File: src/rtl/fragment_writer_pkg.sv
`default_nettype none
// ============================================================================
// Module      : fragment_writer_pkg
// Description : Shared types for the rasterizer fragment writer: fragment
//               record, writer state encoding, FIFO sizing and the
//               edge-function inside test.
// Revision    : 1.0 - initial release
// ============================================================================
package fragment_writer_pkg;

  localparam int LG_FRAG_FIFO_SZ = 4;

  // One rasterized fragment: pixel position plus the three edge functions.
  typedef struct packed {
    logic [31:0] x;
    logic [31:0] y;
    logic [31:0] w0;
    logic [31:0] w1;
    logic [31:0] w2;
  } fragment_t;

  typedef enum logic [2:0] {
    ST_IDLE   = 3'd0,
    ST_FETCH  = 3'd1,
    ST_TEST   = 3'd2,
    ST_WRITE  = 3'd3,
    ST_FINISH = 3'd4
  } state_t;

  // A fragment is covered when no edge function is negative; a value of
  // exactly zero lies on the edge and is treated as covered.
  function automatic logic frag_inside(input fragment_t f);
    return ~(f.w0[31] | f.w1[31] | f.w2[31]);
  endfunction

endpackage
`default_nettype wire

File: src/rtl/fragment_writer_if.sv
`default_nettype none
// ============================================================================
// Module      : fragment_writer_if
// Description : Bundles the fragment FIFO pop handshake and the single-
//               outstanding framebuffer write port.
//   frag_val / frag / pop_frag          : fragment FIFO head and pop strobe
//   mem_req / mem_addr / mem_data / ack : framebuffer write request
//   master modport : fragment writer side
//   slave  modport : FIFO + memory controller side
// Revision    : 1.0 - initial release
// ============================================================================
interface fragment_writer_if
  import fragment_writer_pkg::*;
#(
  parameter int COLOR_W = 32
) ();

  logic               frag_val;
  fragment_t          frag;
  logic               pop_frag;
  logic               mem_req;
  logic [31:0]        mem_addr;
  logic [COLOR_W-1:0] mem_data;
  logic               mem_ack;

  modport master (
    input  frag_val,
    input  frag,
    output pop_frag,
    output mem_req,
    output mem_addr,
    output mem_data,
    input  mem_ack
  );

  modport slave (
    output frag_val,
    output frag,
    input  pop_frag,
    input  mem_req,
    input  mem_addr,
    input  mem_data,
    output mem_ack
  );

endinterface
`default_nettype wire

File: src/rtl/fragment_writer_fb_addr_gen.sv
`default_nettype none
// ============================================================================
// Module      : fragment_writer_fb_addr_gen
// Description : Combinational framebuffer word address:
//               base + y*FB_STRIDE + x, modulo 2^32. Isolated so the
//               multiply can be pipelined or turned into shift-add later.
//   i_fb_base : framebuffer base word address
//   i_x, i_y  : pixel coordinates
//   o_addr    : resulting word address
// Revision    : 1.0 - initial release
// ============================================================================
module fragment_writer_fb_addr_gen #(
  parameter int FB_STRIDE = 640
) (
  input  logic [31:0] i_fb_base,
  input  logic [31:0] i_x,
  input  logic [31:0] i_y,
  output logic [31:0] o_addr
);

  localparam logic [31:0] C_STRIDE = 32'(FB_STRIDE);

  // All operands are 32 bits, so the sum wraps modulo 2^32 naturally.
  assign o_addr = i_fb_base + (i_y * C_STRIDE) + i_x;

endmodule
`default_nettype wire

File: src/rtl/fragment_writer.sv
`default_nettype none
// ============================================================================
// Module      : fragment_writer
// Description : Consumer end of the rasterizer fragment FIFO. Pops each
//               fragment, applies the edge-function inside test and writes
//               covered pixels to the framebuffer through a single-
//               outstanding req/ack port. Pulses done once the generator
//               has finished and every fragment has been retired.
//   clk, rst_n        : clock, asynchronous active-low reset
//   i_start           : pulse; latches base/colour, clears counters
//   i_fb_base/i_color : framebuffer base address / flat fill colour
//   i_gen_done        : pulse; generator pushed its last fragment
//   io_bus            : FIFO pop handshake + framebuffer write port
//   o_frags_in        : fragments popped since start
//   o_frags_written   : fragments written since start
//   o_busy / o_done   : not idle / one-cycle completion pulse
// Revision    : 1.0 - initial release
// ============================================================================
module fragment_writer
  import fragment_writer_pkg::*;
#(
  parameter int FB_STRIDE = 640,
  parameter int COLOR_W   = 32
) (
  input  logic                clk,
  input  logic                rst_n,
  input  logic                i_start,
  input  logic [31:0]         i_fb_base,
  input  logic [COLOR_W-1:0]  i_color,
  input  logic                i_gen_done,
  fragment_writer_if.master   io_bus,
  output logic [31:0]         o_frags_in,
  output logic [31:0]         o_frags_written,
  output logic                o_busy,
  output logic                o_done
);

  state_t             r_state;
  state_t             w_state_nxt;
  fragment_t          r_frag;
  logic [31:0]        r_fb_base;
  logic [COLOR_W-1:0] r_color;
  logic               r_gen_seen;
  logic               r_mem_req;
  logic [31:0]        r_mem_addr;
  logic [COLOR_W-1:0] r_mem_data;
  logic [31:0]        r_frags_in;
  logic [31:0]        r_frags_written;

  logic               w_pop;
  logic               w_inside;
  logic               w_ack;
  logic [31:0]        w_addr;

  assign w_inside = frag_inside(r_frag);
  // An ack with no request outstanding carries no meaning and is dropped.
  assign w_ack    = io_bus.mem_ack & r_mem_req;

  fragment_writer_fb_addr_gen #(
    .FB_STRIDE (FB_STRIDE)
  ) u_fb_addr_gen (
    .i_fb_base (r_fb_base),
    .i_x       (r_frag.x),
    .i_y       (r_frag.y),
    .o_addr    (w_addr)
  );

  // --------------------------------------------------------------------------
  // State register
  // --------------------------------------------------------------------------
  always_ff @(posedge clk or negedge rst_n) begin
    if (!rst_n) begin
      r_state <= ST_IDLE;
    end else begin
      r_state <= w_state_nxt;
    end
  end

  // --------------------------------------------------------------------------
  // Next-state and pop strobe
  // --------------------------------------------------------------------------
  always_comb begin
    w_state_nxt = r_state;
    w_pop       = 1'b0;
    unique case (r_state)
      ST_IDLE: begin
        if (i_start) begin
          w_state_nxt = ST_FETCH;
        end
      end
      ST_FETCH: begin
        // A waiting fragment always wins over the finish condition, so a
        // gen_done racing the last fragment cannot drop it.
        if (io_bus.frag_val) begin
          w_pop       = 1'b1;
          w_state_nxt = ST_TEST;
        end else if (r_gen_seen) begin
          w_state_nxt = ST_FINISH;
        end
      end
      ST_TEST: begin
        w_state_nxt = w_inside ? ST_WRITE : ST_FETCH;
      end
      ST_WRITE: begin
        if (w_ack) begin
          w_state_nxt = ST_FETCH;
        end
      end
      ST_FINISH: begin
        w_state_nxt = ST_IDLE;
      end
      default: begin
        w_state_nxt = ST_IDLE;
      end
    endcase
  end

  // --------------------------------------------------------------------------
  // Datapath, request port and counters
  // --------------------------------------------------------------------------
  always_ff @(posedge clk or negedge rst_n) begin
    if (!rst_n) begin
      r_frag          <= '0;
      r_fb_base       <= '0;
      r_color         <= '0;
      r_gen_seen      <= 1'b0;
      r_mem_req       <= 1'b0;
      r_mem_addr      <= '0;
      r_mem_data      <= '0;
      r_frags_in      <= '0;
      r_frags_written <= '0;
    end else begin
      if (r_state == ST_IDLE) begin
        if (i_start) begin
          r_fb_base       <= i_fb_base;
          r_color         <= i_color;
          r_frags_in      <= '0;
          r_frags_written <= '0;
          // gen_done coincident with start still counts for this triangle.
          r_gen_seen      <= i_gen_done;
        end
      end else if (i_gen_done) begin
        r_gen_seen <= 1'b1;
      end

      if (w_pop) begin
        r_frag     <= io_bus.frag;
        r_frags_in <= r_frags_in + 32'd1;
      end

      // Address and data are captured once and then held for the whole
      // request, so the memory side sees a stable transaction.
      if ((r_state == ST_TEST) && w_inside) begin
        r_mem_req  <= 1'b1;
        r_mem_addr <= w_addr;
        r_mem_data <= r_color;
      end

      if ((r_state == ST_WRITE) && w_ack) begin
        r_mem_req       <= 1'b0;
        r_frags_written <= r_frags_written + 32'd1;
      end
    end
  end

  assign io_bus.pop_frag = w_pop;
  assign io_bus.mem_req  = r_mem_req;
  assign io_bus.mem_addr = r_mem_addr;
  assign io_bus.mem_data = r_mem_data;

  assign o_frags_in      = r_frags_in;
  assign o_frags_written = r_frags_written;
  assign o_busy          = (r_state != ST_IDLE);
  assign o_done          = (r_state == ST_FINISH);

endmodule
`default_nettype wire

File: src/flat_wrapper.sv
// flat-port wrapper written by rule: the top's interface ports become plain ports
module fragment_writer_flat import fragment_writer_pkg::*;
#(
  parameter int FB_STRIDE = 640,
  parameter int COLOR_W   = 32
)
  (clk, rst_n, i_start, i_fb_base, i_color, i_gen_done, o_frags_in, o_frags_written, o_busy, o_done, io_bus_frag_val, io_bus_frag, io_bus_pop_frag, io_bus_mem_req, io_bus_mem_addr, io_bus_mem_data, io_bus_mem_ack);
  fragment_writer_if #(.COLOR_W(COLOR_W)) io_bus_i ();
  input  logic clk;
  input  logic rst_n;
  input  logic i_start;
  input  logic [31:0] i_fb_base;
  input  logic [COLOR_W-1:0] i_color;
  input  logic i_gen_done;
  output logic [31:0] o_frags_in;
  output logic [31:0] o_frags_written;
  output logic o_busy;
  output logic o_done;
  input wire logic [$bits(io_bus_i.frag_val)-1:0] io_bus_frag_val;
  input wire logic [$bits(io_bus_i.frag)-1:0] io_bus_frag;
  output wire logic [$bits(io_bus_i.pop_frag)-1:0] io_bus_pop_frag;
  output wire logic [$bits(io_bus_i.mem_req)-1:0] io_bus_mem_req;
  output wire logic [$bits(io_bus_i.mem_addr)-1:0] io_bus_mem_addr;
  output wire logic [$bits(io_bus_i.mem_data)-1:0] io_bus_mem_data;
  input wire logic [$bits(io_bus_i.mem_ack)-1:0] io_bus_mem_ack;
  assign io_bus_i.frag_val = io_bus_frag_val;
  assign io_bus_i.frag = io_bus_frag;
  assign io_bus_pop_frag = io_bus_i.pop_frag;
  assign io_bus_mem_req = io_bus_i.mem_req;
  assign io_bus_mem_addr = io_bus_i.mem_addr;
  assign io_bus_mem_data = io_bus_i.mem_data;
  assign io_bus_i.mem_ack = io_bus_mem_ack;
  fragment_writer #(.FB_STRIDE(FB_STRIDE), .COLOR_W(COLOR_W)) u_core (.clk(clk), .rst_n(rst_n), .i_start(i_start), .i_fb_base(i_fb_base), .i_color(i_color), .i_gen_done(i_gen_done), .io_bus(io_bus_i), .o_frags_in(o_frags_in), .o_frags_written(o_frags_written), .o_busy(o_busy), .o_done(o_done));
endmodule
File: config.mk
export PLATFORM = sky130hd
export DESIGN_NAME = fragment_writer_flat
export DESIGN_NICKNAME = d
export VERILOG_FILES = /design/src/rtl/fragment_writer_pkg.sv /design/src/rtl/fragment_writer_if.sv /design/src/rtl/fragment_writer_fb_addr_gen.sv /design/src/rtl/fragment_writer.sv /design/src/flat_wrapper.sv
export SDC_FILE = /design/constraint.sdc
export NUM_CORES = 1
export LEC_CHECK = 0
export CAP_MARGIN = 20
export CORE_ASPECT_RATIO = 0.5
export CORE_MARGIN = 2
export CORE_UTILIZATION = 40
export CTS_CLUSTER_DIAMETER = 100
export DETAILED_ROUTE_END_ITERATION = 12
export GPL_ROUTABILITY_DRIVEN = 0
export GPL_TIMING_DRIVEN = 0
export PLACE_DENSITY = 0.64
export SLEW_MARGIN = 10
export SYNTH_ARGS = -nofsm -noshare
export SYNTH_HDL_FRONTEND = slang
export SYNTH_HIERARCHICAL = 1
export SYNTH_SLANG_ARGS = --single-unit
export TNS_END_PERCENT = 20
File: constraint.sdc
create_clock -name clk -period 9.1 [get_ports clk]
set_input_delay 1.82 -clock clk [delete_from_list [all_inputs] [get_ports clk]]
set_output_delay 1.82 -clock clk [all_outputs]
set_load 0.02 [all_outputs]
==> results.toml <==
[outcome]
status = "complete, no violations"

[layout]
utilization = 0.5289
final_net_count = 2099
fillers = 3203
drive_gt1_frac = 0.07753
area_growth_pct = 29.67

[run]
cap_violations = 0

[pwr]
seqPwrFrac = 0.210
power.switching_mw = 3.933
p_int_mw = 4.703
leakagePower_nw = 9.184
peakVddDrop_uv = 330.6
p_per_area_mw_per_mm2 = 471.1
p_sw_frac = 0.4554
p_clk_frac = 0.134
combPwrFrac = 0.657

[route]
drtPass1Iterations = 4
drc = 0
antenna_left = 0
wl_per_cell_um = 16.62
vias = 10954
drt-vias-per-instance = 4.855
detailedRoute.firstIterationViolations = 621
drt_wl_total_um = 37500

[clock_tree]
cts_buffers = 25
clock_latency_ns = 0.57
h-tree-depth = 1
cts_hold_buffers = 0
cts.repair.resized = 0
postCtsSetupRepairBufs = 0
cts_num_sinks = 257
cts_tree = "built"
cts_buffer_depth = 3
clk_pin_slew_ns = 0.07
clock-root-buffer = "clkbuf_16"

[global_route]
grt_pass1_vias = 10712
antenna_found_initial = 1
grt_max_degree = 94
grtUsageTotal = 0.2025
grt_first_pass_wirelength_um = 58960
grt.overflow.total = 0

[die]
rows = 48
io_pins = 362
die_h_um = 136.9
start_util = 0.4079
die-area_mm2 = 0.03695
chipWidth_um = 269.8
core_mm2 = 0.03465

[placed_design]
hpwl_um = 28490
port_buffers = 261

[logic_synthesis]
yosys_warnings = 6
synth_nets = 1807
syn_inst = 1469
netlist_area_mm2 = 0.01413
syn_area_per_cell_um2 = 9.622

[timing]
setup_viol = 0
max-slew-margin-rel = 0.2838
min_period_ns = 6.316
rsz0062_at_grt = "no"
finalSetupTns_ns = 0
drv_slew = 0
max_freq_ghz = 0.1583
worst_slew_pin_slew_ns = 1.064
hold_viol_final = 0
period_share = 0.6940
fin_worst_skew_ns = 0.01893

[critical_path]
cp-end-kind = "output port"
crit_path_max_fanout = 10
path_class = "in2out"
cp-start-kind = "input pin"
critical_path_arrival_ns = 4.50
worstPathRequired_ns = 7.28

[min_path]
hold_class = "reg2reg"
-- layout make-up --
type	count	area, um2	share of cell area
Clock inverter	15	209.0	0.01140
Tap cell	475	594.3	0.03243
Sequential cell	257	6431	0.3509
Clock buffer	31	698.2	0.03809
Antenna cell	1	2.502	0.0001365
Timing Repair Buffer	265	2690	0.1468
Multi-Input combinational cell	1044	7022	0.3831
Buffer	53	250.2	0.01365
Inverter	115	431.7	0.02355
-- cells in the final DEF, fill, tap and decap left out, types with 7 or more instances in the layout --
| cell type | count |
|---|---|
| xnor2_1 | 47 |
| mux2i_1 | 47 |
| o21ai_0 | 31 |
| nand3_1 | 38 |
| fa_1 | 26 |
| ha_1 | 82 |
| dfrtp_1 | 257 |
| xor2_1 | 10 |
| clkdlybuf4s50_1 | 260 |
| nor4_1 | 11 |
| clkbuf_16 | 25 |
| a21o_1 | 16 |
| buf_1 | 7 |
| nand2_1 | 454 |
| and3_1 | 14 |
| o21bai_1 | 15 |
| a21oi_1 | 40 |
| clkbuf_1 | 36 |
| nand4_1 | 31 |
| nor3_1 | 10 |
| mux2_4 | 38 |
| mux2_2 | 27 |
| inv_1 | 115 |
| nor2_1 | 33 |
-- power groups by stage --
stage                     clock network, mW  registers, mW  logic, mW
after floorplan                           0           1.94       4.03
after global placement                    0           1.83       5.64
after detailed placement                  0           1.83       5.68
after CTS                              1.19           1.82       5.72
after global routing                   1.23           1.87       6.33
final                                  1.15           1.81       5.67
-- per-layer routing --
layer,share of wire,vias up,global-route usage
met5,0,-,0
met1,0.46,5258,0.2706
met2,0.48,163,0.3454
li1,-,5477,-
met3,0.031,56,0.03035
met4,0.029,0,0.05772
-- flip-flops by register name (all words and copies together) (netlist names) --
register	count
u_core/io_bus.mem_addr	32
u_core/r_fb_base	32
u_core/o_frags_in	32
u_core/r_gen_seen	1
u_core/io_bus.mem_data	32
u_core/r_frag	60
u_core/r_color	32
u_core/o_frags_written	32
u_core/r_state	3
u_core/io_bus.mem_req	1
-- path summary, 6_finish.rpt --
kind                                   start  depth (start not counted)                         end  slack, ns
min                        u_core/r_frag[31]                          2           u_core/r_frag[31]       0.47
min reg2reg                u_core/r_frag[31]                          2           u_core/r_frag[31]       0.47
max in group asynchronous              rst_n                          3  u_core/o_frags_written[26]       6.53
max reg2reg                u_core/r_frag[97]                         23  u_core/io_bus.mem_addr[31]       3.28
min in group asynchronous              rst_n                          1  u_core/io_bus.mem_addr[11]       1.25
max                          io_bus_frag_val                          7             io_bus_pop_frag       2.78
-- critical path: stages --
cell	delay, ns
clkdlybuf4s50_1	0.52
nand4bb_1	0.11
clkbuf_1	0.18
inv_1	0.10
clkbuf_1	0.56
clkbuf_1	0.49
clkdlybuf4s50_1	0.71
-- through the flow --
stage	area (um2)	setup slack [ns]	power [mW]	std cells	hold slack, ns
after floorplan	14130	4.112	5.970	1469	0.4370
after global placement	17340	-5.300	7.472	2205	0.4491
after detailed placement	17420	2.785	7.515	2209	0.4533
after CTS	18330	2.772	8.719	2255	0.4702
after global routing	18330	2.625	9.434	2256	0.4864
final	18330	2.784	8.635	2256	0.4705
Power figures use the tool's default switching activity.
